$ cat config.mk
export PLATFORM = sky130hd
export DESIGN_NAME = request_unit
export DESIGN_NICKNAME = d
export VERILOG_FILES = /design/src/rtl/request_unit.sv
export SDC_FILE = /design/constraint.sdc
export NUM_CORES = 1
export LEC_CHECK = 0
export CAP_MARGIN = 20
export CORE_MARGIN = 2
export CORE_UTILIZATION = 51
export CTS_CLUSTER_SIZE = 40
export DETAILED_ROUTE_END_ITERATION = 8
export MAX_ROUTING_LAYER = met4
export PLACE_DENSITY = 0.81
export SKIP_CTS_REPAIR_TIMING = 1
export SLEW_MARGIN = 5
export SYNTH_ARGS = -nofsm -noshare
export SYNTH_HDL_FRONTEND = slang
export SYNTH_SLANG_ARGS = --single-unit
$ cat constraint.sdc
create_clock -name CLK -period 2.8 [get_ports CLK]
set_input_delay 0.84 -clock CLK [delete_from_list [all_inputs] [get_ports CLK]]
set_output_delay 0.84 -clock CLK [all_outputs]
set_load 0.005 [all_outputs]
$ cat src/rtl/request_unit.sv
// request_unit: sequences instruction/data memory requests for a single-cycle
// datapath, gates PC advance, latches halt and keeps saturating
// retired-instruction and stall-cycle performance counters.
module request_unit #(
    parameter int CNT_W = 32
) (
    input  logic             CLK,
    input  logic             RST,
    input  logic             ihit,
    input  logic             dhit,
    input  logic             cu_dREN,
    input  logic             cu_dWEN,
    input  logic             cu_halt,
    output logic             imemREN,
    output logic             dmemREN,
    output logic             dmemWEN,
    output logic             pcEN,
    output logic             halt,
    output logic [CNT_W-1:0] instr_count,
    output logic [CNT_W-1:0] stall_count
);

    typedef enum logic [1:0] {
        FETCH  = 2'd0,
        DATA   = 2'd1,
        HALTED = 2'd2
    } state_t;

    localparam logic [CNT_W-1:0] CNT_MAX = '1;
    localparam logic [CNT_W-1:0] CNT_ONE = {{(CNT_W-1){1'b0}}, 1'b1};

    state_t           state_reg;
    state_t           state_next;
    logic             halt_reg;
    logic             halt_next;
    logic             instr_inc;
    logic             stall_inc;
    logic [CNT_W-1:0] instr_count_reg;
    logic [CNT_W-1:0] stall_count_reg;

    // State and sticky halt register.
    always_ff @(posedge CLK or posedge RST) begin
        if (RST) begin
            state_reg <= FETCH;
            halt_reg  <= 1'b0;
        end else begin
            state_reg <= state_next;
            halt_reg  <= halt_next;
        end
    end

    // Performance counters; they stick at all-ones instead of wrapping.
    always_ff @(posedge CLK or posedge RST) begin
        if (RST) begin
            instr_count_reg <= '0;
            stall_count_reg <= '0;
        end else begin
            if (instr_inc && (instr_count_reg != CNT_MAX)) begin
                instr_count_reg <= instr_count_reg + CNT_ONE;
            end
            if (stall_inc && (stall_count_reg != CNT_MAX)) begin
                stall_count_reg <= stall_count_reg + CNT_ONE;
            end
        end
    end

    // Next-state, request decode and counter-increment strobes.
    always_comb begin
        state_next = state_reg;
        halt_next  = halt_reg;
        imemREN    = 1'b0;
        dmemREN    = 1'b0;
        dmemWEN    = 1'b0;
        pcEN       = 1'b0;
        instr_inc  = 1'b0;
        stall_inc  = 1'b0;

        case (state_reg)
            FETCH: begin
                imemREN = 1'b1;
                if (!ihit) begin
                    stall_inc = 1'b1;
                end else if (cu_halt) begin
                    // Halt wins over any memory op carried by the same word.
                    state_next = HALTED;
                    halt_next  = 1'b1;
                    instr_inc  = 1'b1;
                end else if (cu_dREN || cu_dWEN) begin
                    state_next = DATA;
                end else begin
                    pcEN      = 1'b1;
                    instr_inc = 1'b1;
                end
            end
            DATA: begin
                // The PC is held, so cu_* stay valid for the whole access.
                dmemWEN = cu_dWEN;
                dmemREN = cu_dREN & ~cu_dWEN;
                if (dhit) begin
                    pcEN       = 1'b1;
                    instr_inc  = 1'b1;
                    state_next = FETCH;
                end else begin
                    stall_inc = 1'b1;
                end
            end
            HALTED: begin
                halt_next = 1'b1;
            end
            default: begin
                state_next = FETCH;
            end
        endcase

        // Requests must vanish the moment reset is applied, not at the next edge.
        if (RST) begin
            imemREN = 1'b0;
            dmemREN = 1'b0;
            dmemWEN = 1'b0;
            pcEN    = 1'b0;
        end
    end

    assign halt        = halt_reg;
    assign instr_count = instr_count_reg;
    assign stall_count = stall_count_reg;

endmodule

* After elaboration in Yosys (flattened, before gate mapping)
Cells that the tools add are included.
** Storage, ports and cells
- Register bits after elaboration :: 67
- Input bits :: 7
- Output and inout port bits :: 69
** Cells by class
- Add/sub/neg operators :: 2
- Equal/unequal tests :: 8
- Mux-type cells :: 26
- Bitwise logic cells :: 3
- Reduce and logical (&&, ||, !) cells :: 7
** Operators by type and width (number)
- $add 32x1->32 const B :: 2
- $ne 32x32->1 const B :: 2
- $mux 1 :: 17
- $mux 2 :: 4
- $pmux 1 s2 :: 4
- $ne 2x2->1 const B :: 3
- $pmux 2 s3 :: 1
- $reduce_and 4->1 :: 1
- $ne 3x3->1 const B :: 1
- $reduce_and 3->1 :: 1
- $eq 2x1->1 const B :: 1
- $eq 2x2->1 const B :: 1
- $logic_and 1x1->1 :: 2
- $logic_not 2->1 :: 1
- $not 1->1 :: 2
- $reduce_bool 2->1 :: 1
- $and 1x1->1 :: 1
- $logic_or 1x1->1 :: 1

* Logic depth before layout (Yosys ltp)
Gate-level depths: netlist (run 1).
- Word-level depth :: 6
- Gate-level depth with buffers :: 7
- Depth with buffers taken out :: 6

* Worst setup path before layout (run 1)
Ideal clock, no wire load.
- Path type :: input to output
- From :: in ihit
- To :: out pcEN
- Arrival :: 1.722 ns
- Path slack :: 0.238 ns
- Stages :: 3
- Cells stage by stage :: nor2b_1 > or4b_2 > a21boi_1
** On the way
- Cells in the longest elaborated chain, start to end :: 3
** RTL lines
- start: declaration :: line 9 : input logic ihit,
- $mux 1 :: line 81 : if (!ihit) begin
- $pmux 1 s2 :: line 78 : case (state_reg)
- $mux 1 :: line 116 : if (RST) begin
- end: declaration :: line 17 : output logic pcEN,
Every way passes these cells.

* Final worst setup path (run 1)
- From :: in RST
- To :: out pcEN
** On the way
- Cells in the longest elaborated chain, start to end :: 1
** RTL lines
- start: declaration :: line 8 : input logic RST,
- $mux 1 :: line 116
Every way passes these cells.

==> results.txt, run 1 <==
----------------------------------------------------
[Outcome]
  Status ... finished clean

[Placement]
  Pre-CTS worst setup slack ... -0.793 ns
  Global placement routability congestion ... 0.856
  Number of port buffers ... 75
  Placed wire-length estimate ... 5.68 mm

[Clock network]
  Sink count of the clock tree ... 67
  Count of H-tree levels built during CTS ... 3
  Clock buffers created by TritonCTS ... 9
  Max Root-Sink Buffers ... 2
  Clock latency of the later-clocked register in the worst-skew pair ... 0.35 ns
  Root buffer cell ... sky130_fd_sc_hd__clkbuf_8
  TritonCTS clock tree ... yes
  Clock transition at the registers of the reported paths ... 0.07 ns

[Cells and area]
  Count of nets after finishing ... 425
  Syn-to-layout area delta ... 33.7%
  Ant. Diodes ... 0
  Fraction of layout cells with a size suffix above 1 ... 0.109
  Fin util ... 0.713

[Routing]
  DR pass1 iterations ... 4
  Routed via count divided by cell count ... 5.76
  DRC errors left ... 0
  Via count ... 2869
  WL final ... 8.17 mm
  Residual antenna-violating net count after detailed routing ... 0
  Routed length per instance ... 16.4 µm
  DR iter-0 viols ... 168

[Synth]
  Count of distinct cell types in the synthesized netlist ... 43
  Register bit count reported by yosys ... 67
  Proportion of synthesized chip area in sequential cells ... 0.490
  Main flop type after synthesis ... sky130_fd_sc_hd__dfrtp_1
  Per-instance average area after synthesis ... 10.7 µm²
  Net Count, Synth ... 330
  Yosys warning count ... 0
  Area of the mapped netlist ... 3420 µm²
  Post-synthesis instance total ... 321
  Proportion of synthesized flip-flops having asynchronous set or reset ... 1.00
  EDFF count, synth ... 0

[GRT]
  Number of global-route vias before repair ... 2823
  Combined global-route utilization of all metal layers ... 0.238
  Antenna violations before repair ... 0
  Largest net degree at the start of global routing ... 68
  Global-route congestion overflow total ... 0
  First-pass GRT wire length ... 13.4 mm

[Worst setup path]
  Start-to-end type of the worst setup path ... input port to output port
  Origin of the critical flop-to-flop path ... stall_count[15]
  Data arrival at the endpoint of the critical path ... 1.82 ns
  Worst R2R End ... stall_count[1]
  Number of cells on the worst reg-to-reg path ... 5
  Worst-case register-to-register setup slack ... 0.53 ns
  Largest fanout on the critical path ... 3
  Data required time of the critical path ... 1.96 ns
  Sort of element at the start of the critical path ... input port
  Crit path capture type ... output port

[STA]
  Number of endpoints failing setup at the final stage ... 0
  Number of failing hold endpoints at the final stage ... 0
  Total negative slack ... 0 ns
  Upper clock frequency limit ... 375 MHz
  Clk_skew ... 0.00476 ns
  Slew at the pin closest to its max-slew limit ... 0.506 ns
  Fin crit period ... 2.66 ns
  Post-route worst hold slack ... 0.465 ns
  Slew Limit Fails ... 0
  Setup ws final ... 0.136 ns
  Share of the clock period used by the worst path ... 0.951
  RSZ-0062 raised after global routing ... no
  Relative slew margins ... 0.661

[Floorplan]
  DIE WIDTH ... 85.9 µm
  Die outline area ... 7390 µm²
  Count of boundary I/O pins ... 76
  Core region area ... 6420 µm²
  Chip height ... 85.9 µm
  # rows ... 29
  Initial core utilization ... 0.533

[Power and ir drop]
  Standby leakage power ... 2.05 nW
  Overall power ... 0.00222 W
  P per Cell Area ... 485 nW/µm²
  Maximum resistive drop on vdd ... 0.355 mV

[Worst hold path]
  Min-delay src ... halt
  Type of the most critical hold path ... flop to flop
  Number of instances on the worst hold path ... 1
  Worst-case hold path end point ... halt

[Job]
  Max Cap Viol ... 0

----------------------------------------------------
==> Yosys cell counts, types with 2 or more instances <==
library cell / instances / area share
sky130_fd_sc_hd__buf_2: 2 / 0.0029
sky130_fd_sc_hd__nand3_1: 28 / 0.041
sky130_fd_sc_hd__and4b_1: 2 / 0.0058
sky130_fd_sc_hd__and4_1: 11 / 0.028
sky130_fd_sc_hd__nand4_1: 33 / 0.060
sky130_fd_sc_hd__nor2_1: 16 / 0.018
sky130_fd_sc_hd__a21oi_1: 2 / 0.0029
sky130_fd_sc_hd__nor4_1: 4 / 0.0073
sky130_fd_sc_hd__nor3b_1: 2 / 0.0044
sky130_fd_sc_hd__xor2_1: 20 / 0.051
sky130_fd_sc_hd__buf_6: 2 / 0.0066
sky130_fd_sc_hd__ha_1: 2 / 0.0073
sky130_fd_sc_hd__nor2b_1: 3 / 0.0055
sky130_fd_sc_hd__and2_1: 2 / 0.0037
sky130_fd_sc_hd__xnor2_1: 42 / 0.11
sky130_fd_sc_hd__nand2_1: 17 / 0.019
sky130_fd_sc_hd__clkbuf_1: 5 / 0.0055
sky130_fd_sc_hd__or2_2: 3 / 0.0055
sky130_fd_sc_hd__nand4b_1: 2 / 0.0051
sky130_fd_sc_hd__and3_1: 18 / 0.033
sky130_fd_sc_hd__mux2_1: 2 / 0.0066
sky130_fd_sc_hd__dfrtp_1: 67 / 0.49
sky130_fd_sc_hd__nor3_1: 10 / 0.015
sky130_fd_sc_hd__inv_1: 7 / 0.0077
==> cells by family (layout without fill, tap and decap cells) <==
group	after synthesis	after routing	synth area share
simple gates	161	161	0.281
flops	67	67	0.490
xor+xnor	62	62	0.159
buf+inv	16	116	0.0227
compound gates	10	10	0.0314
mux	3	3	0.00950
fa+ha+maj	2	2	0.00731
==> metrics by stage <==
step | cell area [µm²] | cells
global placement | 4390 | 481
floorplan | 3420 | 321
global route | 4580 | 498
finish | 4580 | 498
detailed placement | 4390 | 481
CTS | 4540 | 497
==> how the worst max path moves through the flow <==
| stage | startpoint | cells past startpoint | endpoint | slack, ns |
|---|---|---|---|---|
| 2_1_floorplan | ihit | 3 | pcEN | 0.24 |
| 3_3_place_gp | ihit | 5 | pcEN | -0.74 |
| 3_5_place_dp | ihit | 5 | pcEN | -0.79 |
| 4_1_cts | ihit | 5 | pcEN | -0.79 |
| 5_1_grt | RST | 5 | pcEN | 0.08 |
| 6_report | RST | 5 | pcEN | 0.14 |
==> per-layer routing <==
metal  up-vias  GRT usage  part of all wire
li1       1352          -                 -
met3        14     0.0597             0.054
met5         -          -                 0
met1      1424      0.292              0.42
met2        79      0.381              0.52
met4         0     0.0880             0.015
==> area by class of cell <==
type	count	area, µm²
Sequential cell	67	1680
Fill cell	473	1850
Clock buffer	13	139
Inverter	7	26.3
Multi-Input combinational cell	238	1690
Timing Repair Buffer	93	936
Tap cell	77	96.3
Clock inverter	3	15.0
==> critical path, stage by stage <==
cell and delay [ns]:
sky130_fd_sc_hd__clkdlybuf4s50_1 0.43, sky130_fd_sc_hd__nor2_2 0.16, sky130_fd_sc_hd__buf_4 0.13, sky130_fd_sc_hd__a21boi_2 0.14
sky130_fd_sc_hd__clkbuf_2 0.12
==> cell usage in the layout (no fill, tap or decap), drive strengths merged, types with 2 or more instances in the layout <==
cell type	synthesis	layout
and2	2	2
nand3	29	29
nor3b	2	2
nor3	11	11
and3	18	18
and4	11	11
dlymetal6s2s	0	7
inv	7	7
or4	2	2
clkdlybuf4s50	0	67
nor2b	3	3
nand4	33	33
nor2	16	16
and4b	2	2
xor2	20	20
buf	4	18
clkinv	0	3
or3	2	2
nor4	5	5
xnor2	42	42
nand4b	2	2
clkbuf	5	14
mux2	2	2
or2	3	3
dfrtp	67	67
nand2	17	17
ha	2	2
a21oi	2	2
==> power by group <==
part / switching (W) / internal, W
Clock: 0.000355 / 0.000318
Combinational: 0.000147 / 0.000235
Sequential: 0.000120 / 0.00105
Total: 0.000622 / 0.00160
No activity file was read; power rests on OpenSTA's default activity.
==> run 2, diff against run 1 <==
--- a/config.mk
+++ b/config.mk
@@ -17,3 +17,4 @@
 export SYNTH_ARGS = -nofsm -noshare
 export SYNTH_HDL_FRONTEND = slang
 export SYNTH_SLANG_ARGS = --single-unit
+export TNS_END_PERCENT = 50
==> run 2 against run 1 <==
Compared with the run above: the run now ends with negative setup slack left; clock-buffer cell count unchanged; global-route usage unchanged; clock power about the same; total power about the same; sequential cell count unchanged; critical path type unchanged.
==> results.txt, run 2 (synthesized netlist as in run 1, its figures left out) <==
----------------------------------------------------
[Outcome]
  Status ... finished, violations left
  Violated checks ... negative setup slack

[Floorplan]
  Die outline area ... 7390 µm²
  Core region area ... 6420 µm²
  Chip height ... 85.9 µm
  # rows ... 29
  Count of boundary I/O pins ... 76
  Initial core utilization ... 0.533
  DIE WIDTH ... 85.9 µm

[Routing]
  Routed length per instance ... 16.4 µm
  DRC errors left ... 0
  WL final ... 8.13 mm
  DR iter-0 viols ... 158
  Residual antenna-violating net count after detailed routing ... 0
  Via count ... 2849
  DR pass1 iterations ... 4
  Routed via count divided by cell count ... 5.73

[Power and ir drop]
  Standby leakage power ... 2.03 nW
  P per Cell Area ... 486 nW/µm²
  Maximum resistive drop on vdd ... 0.356 mV

[Worst setup path]
  Critical-path cell with the highest stage delay ... sky130_fd_sc_hd__clkdlybuf4s50_1
  Data required time of the critical path ... 1.96 ns
  Sort of element at the start of the critical path ... input port
  Critical-path cell list ... clkdlybuf4s50_1, nor2_2, and3_1, clkdlybuf4s50_1
  Most Frequent Cell on Critical Path ... sky130_fd_sc_hd__clkdlybuf4s50_1
  Start-to-end type of the worst setup path ... input port to output port
  Crit path capture type ... output port
  Largest fanout on the critical path ... 3
  Worst stage delay on the critical path ... 0.51 ns
  Data arrival at the endpoint of the critical path ... 2.08 ns

[Clock network]
  Root buffer cell ... sky130_fd_sc_hd__clkbuf_8
  TritonCTS clock tree ... yes
  Max Root-Sink Buffers ... 2
  Sink count of the clock tree ... 67
  Count of H-tree levels built during CTS ... 3
  Clock transition at the registers of the reported paths ... 0.07 ns
  Clock buffers created by TritonCTS ... 9
  Clock latency of the later-clocked register in the worst-skew pair ... 0.35 ns

[Placement]
  Placed wire-length estimate ... 5.68 mm
  Global placement routability congestion ... 0.856
  Number of port buffers ... 75

[GRT]
  Largest net degree at the start of global routing ... 68
  Combined global-route utilization of all metal layers ... 0.238
  Global-route congestion overflow total ... 0
  Antenna violations before repair ... 0
  Number of global-route vias before repair ... 2823
  First-pass GRT wire length ... 13.4 mm

[STA]
  Number of failing hold endpoints at the final stage ... 0
  Upper clock frequency limit ... 343 MHz
  Slew Limit Fails ... 0
  Setup ws final ... -0.119 ns
  Share of the clock period used by the worst path ... 1.04
  Total negative slack ... -0.119 ns
  RSZ-0062 raised after global routing ... yes
  Number of endpoints failing setup at the final stage ... 1
  Slew at the pin closest to its max-slew limit ... 0.506 ns
  Clk_skew ... 0.00400 ns
  Fin crit period ... 2.92 ns
  Relative slew margins ... 0.661
  Post-route worst hold slack ... 0.465 ns

[Worst hold path]
  Type of the most critical hold path ... flop to flop

[Cells and area]
  Count of nets after finishing ... 424
  Fraction of layout cells with a size suffix above 1 ... 0.107
  Most frequent cells in the layout ... 68 x sky130_fd_sc_hd__clkdlybuf4s50_1, 67 x sky130_fd_sc_hd__dfrtp_1, 42 x sky130_fd_sc_hd__xnor2_1
  Fin util ... 0.711
  Most common cell after layout, fill and taps aside ... sky130_fd_sc_hd__clkdlybuf4s50_1
  Syn-to-layout area delta ... 33.4%
  Ant. Diodes ... 0

[Job]
  Max Cap Viol ... 0

----------------------------------------------------
==> run 2: cell count changes in the layout (fill, tap and decap cells not counted), sizes merged <==
cell           before  now
buf                18   17
clkdlybuf4s50      67   68
dlymetal6s2s        7    6
==> run 2: path summary, 6_finish.rpt <==
kind / from / endpoint / slack [ns] / depth (start not counted)
setup / recovery: RST / dmemWEN / -0.12 / 4
hold / removal: halt / halt / 0.46 / 1
setup reg to reg: stall_count[15] / stall_count[1] / 0.54 / 5
hold reg to reg: halt / halt / 0.46 / 1
max in group asynchronous: RST / instr_count[27] / 1.48 / 4
min in group asynchronous: RST / stall_count[0] / 1.03 / 4
==> run 2: layout make-up <==
type,count,area [µm²]
fill,475,1860
inverter,7,26.3
timing repair buffer,92,926
tap,77,96.3
multi-input combinational,238,1690
clock buffer,13,139
clock inverter,3,15.0
sequential,67,1680
==> run 2: power breakdown <==
group          switching (W)  total, W  internal [W]
Sequential          0.000120   0.00117       0.00105
Combinational       0.000146  0.000379      0.000233
Clock               0.000356  0.000675      0.000318
==> run 2: worst max-delay path, delay by kind of cell <==
family                 cells  cell delay [ns]
AND/OR/NAND/NOR            2             0.29
buffers and inverters      2             0.94
==> run 2: metal layers <==
layer  vias up  wire [µm]  GRT usage
li1       1347          -          -
met1      1417       3400      0.292
met2        76       4210      0.381
met3         9        395     0.0597
met4         0        125     0.0880
met5         -          0          -
==> run 2: metrics by stage <==
| step | std cells | instance area, µm² | power [W] | worst slack [ns] |
|---|---|---|---|---|
| after CTS | 497 | 4540 | 0.00223 | -0.788 |
| after detailed placement | 481 | 4390 | 0.00156 | -0.793 |
| final | 497 | 4570 | 0.00222 | -0.119 |
| after floorplan | 321 | 3420 | 0.00132 | 0.238 |
| after global routing | 497 | 4570 | 0.00233 | -0.170 |
| after global placement | 481 | 4390 | 0.00155 | -0.736 |
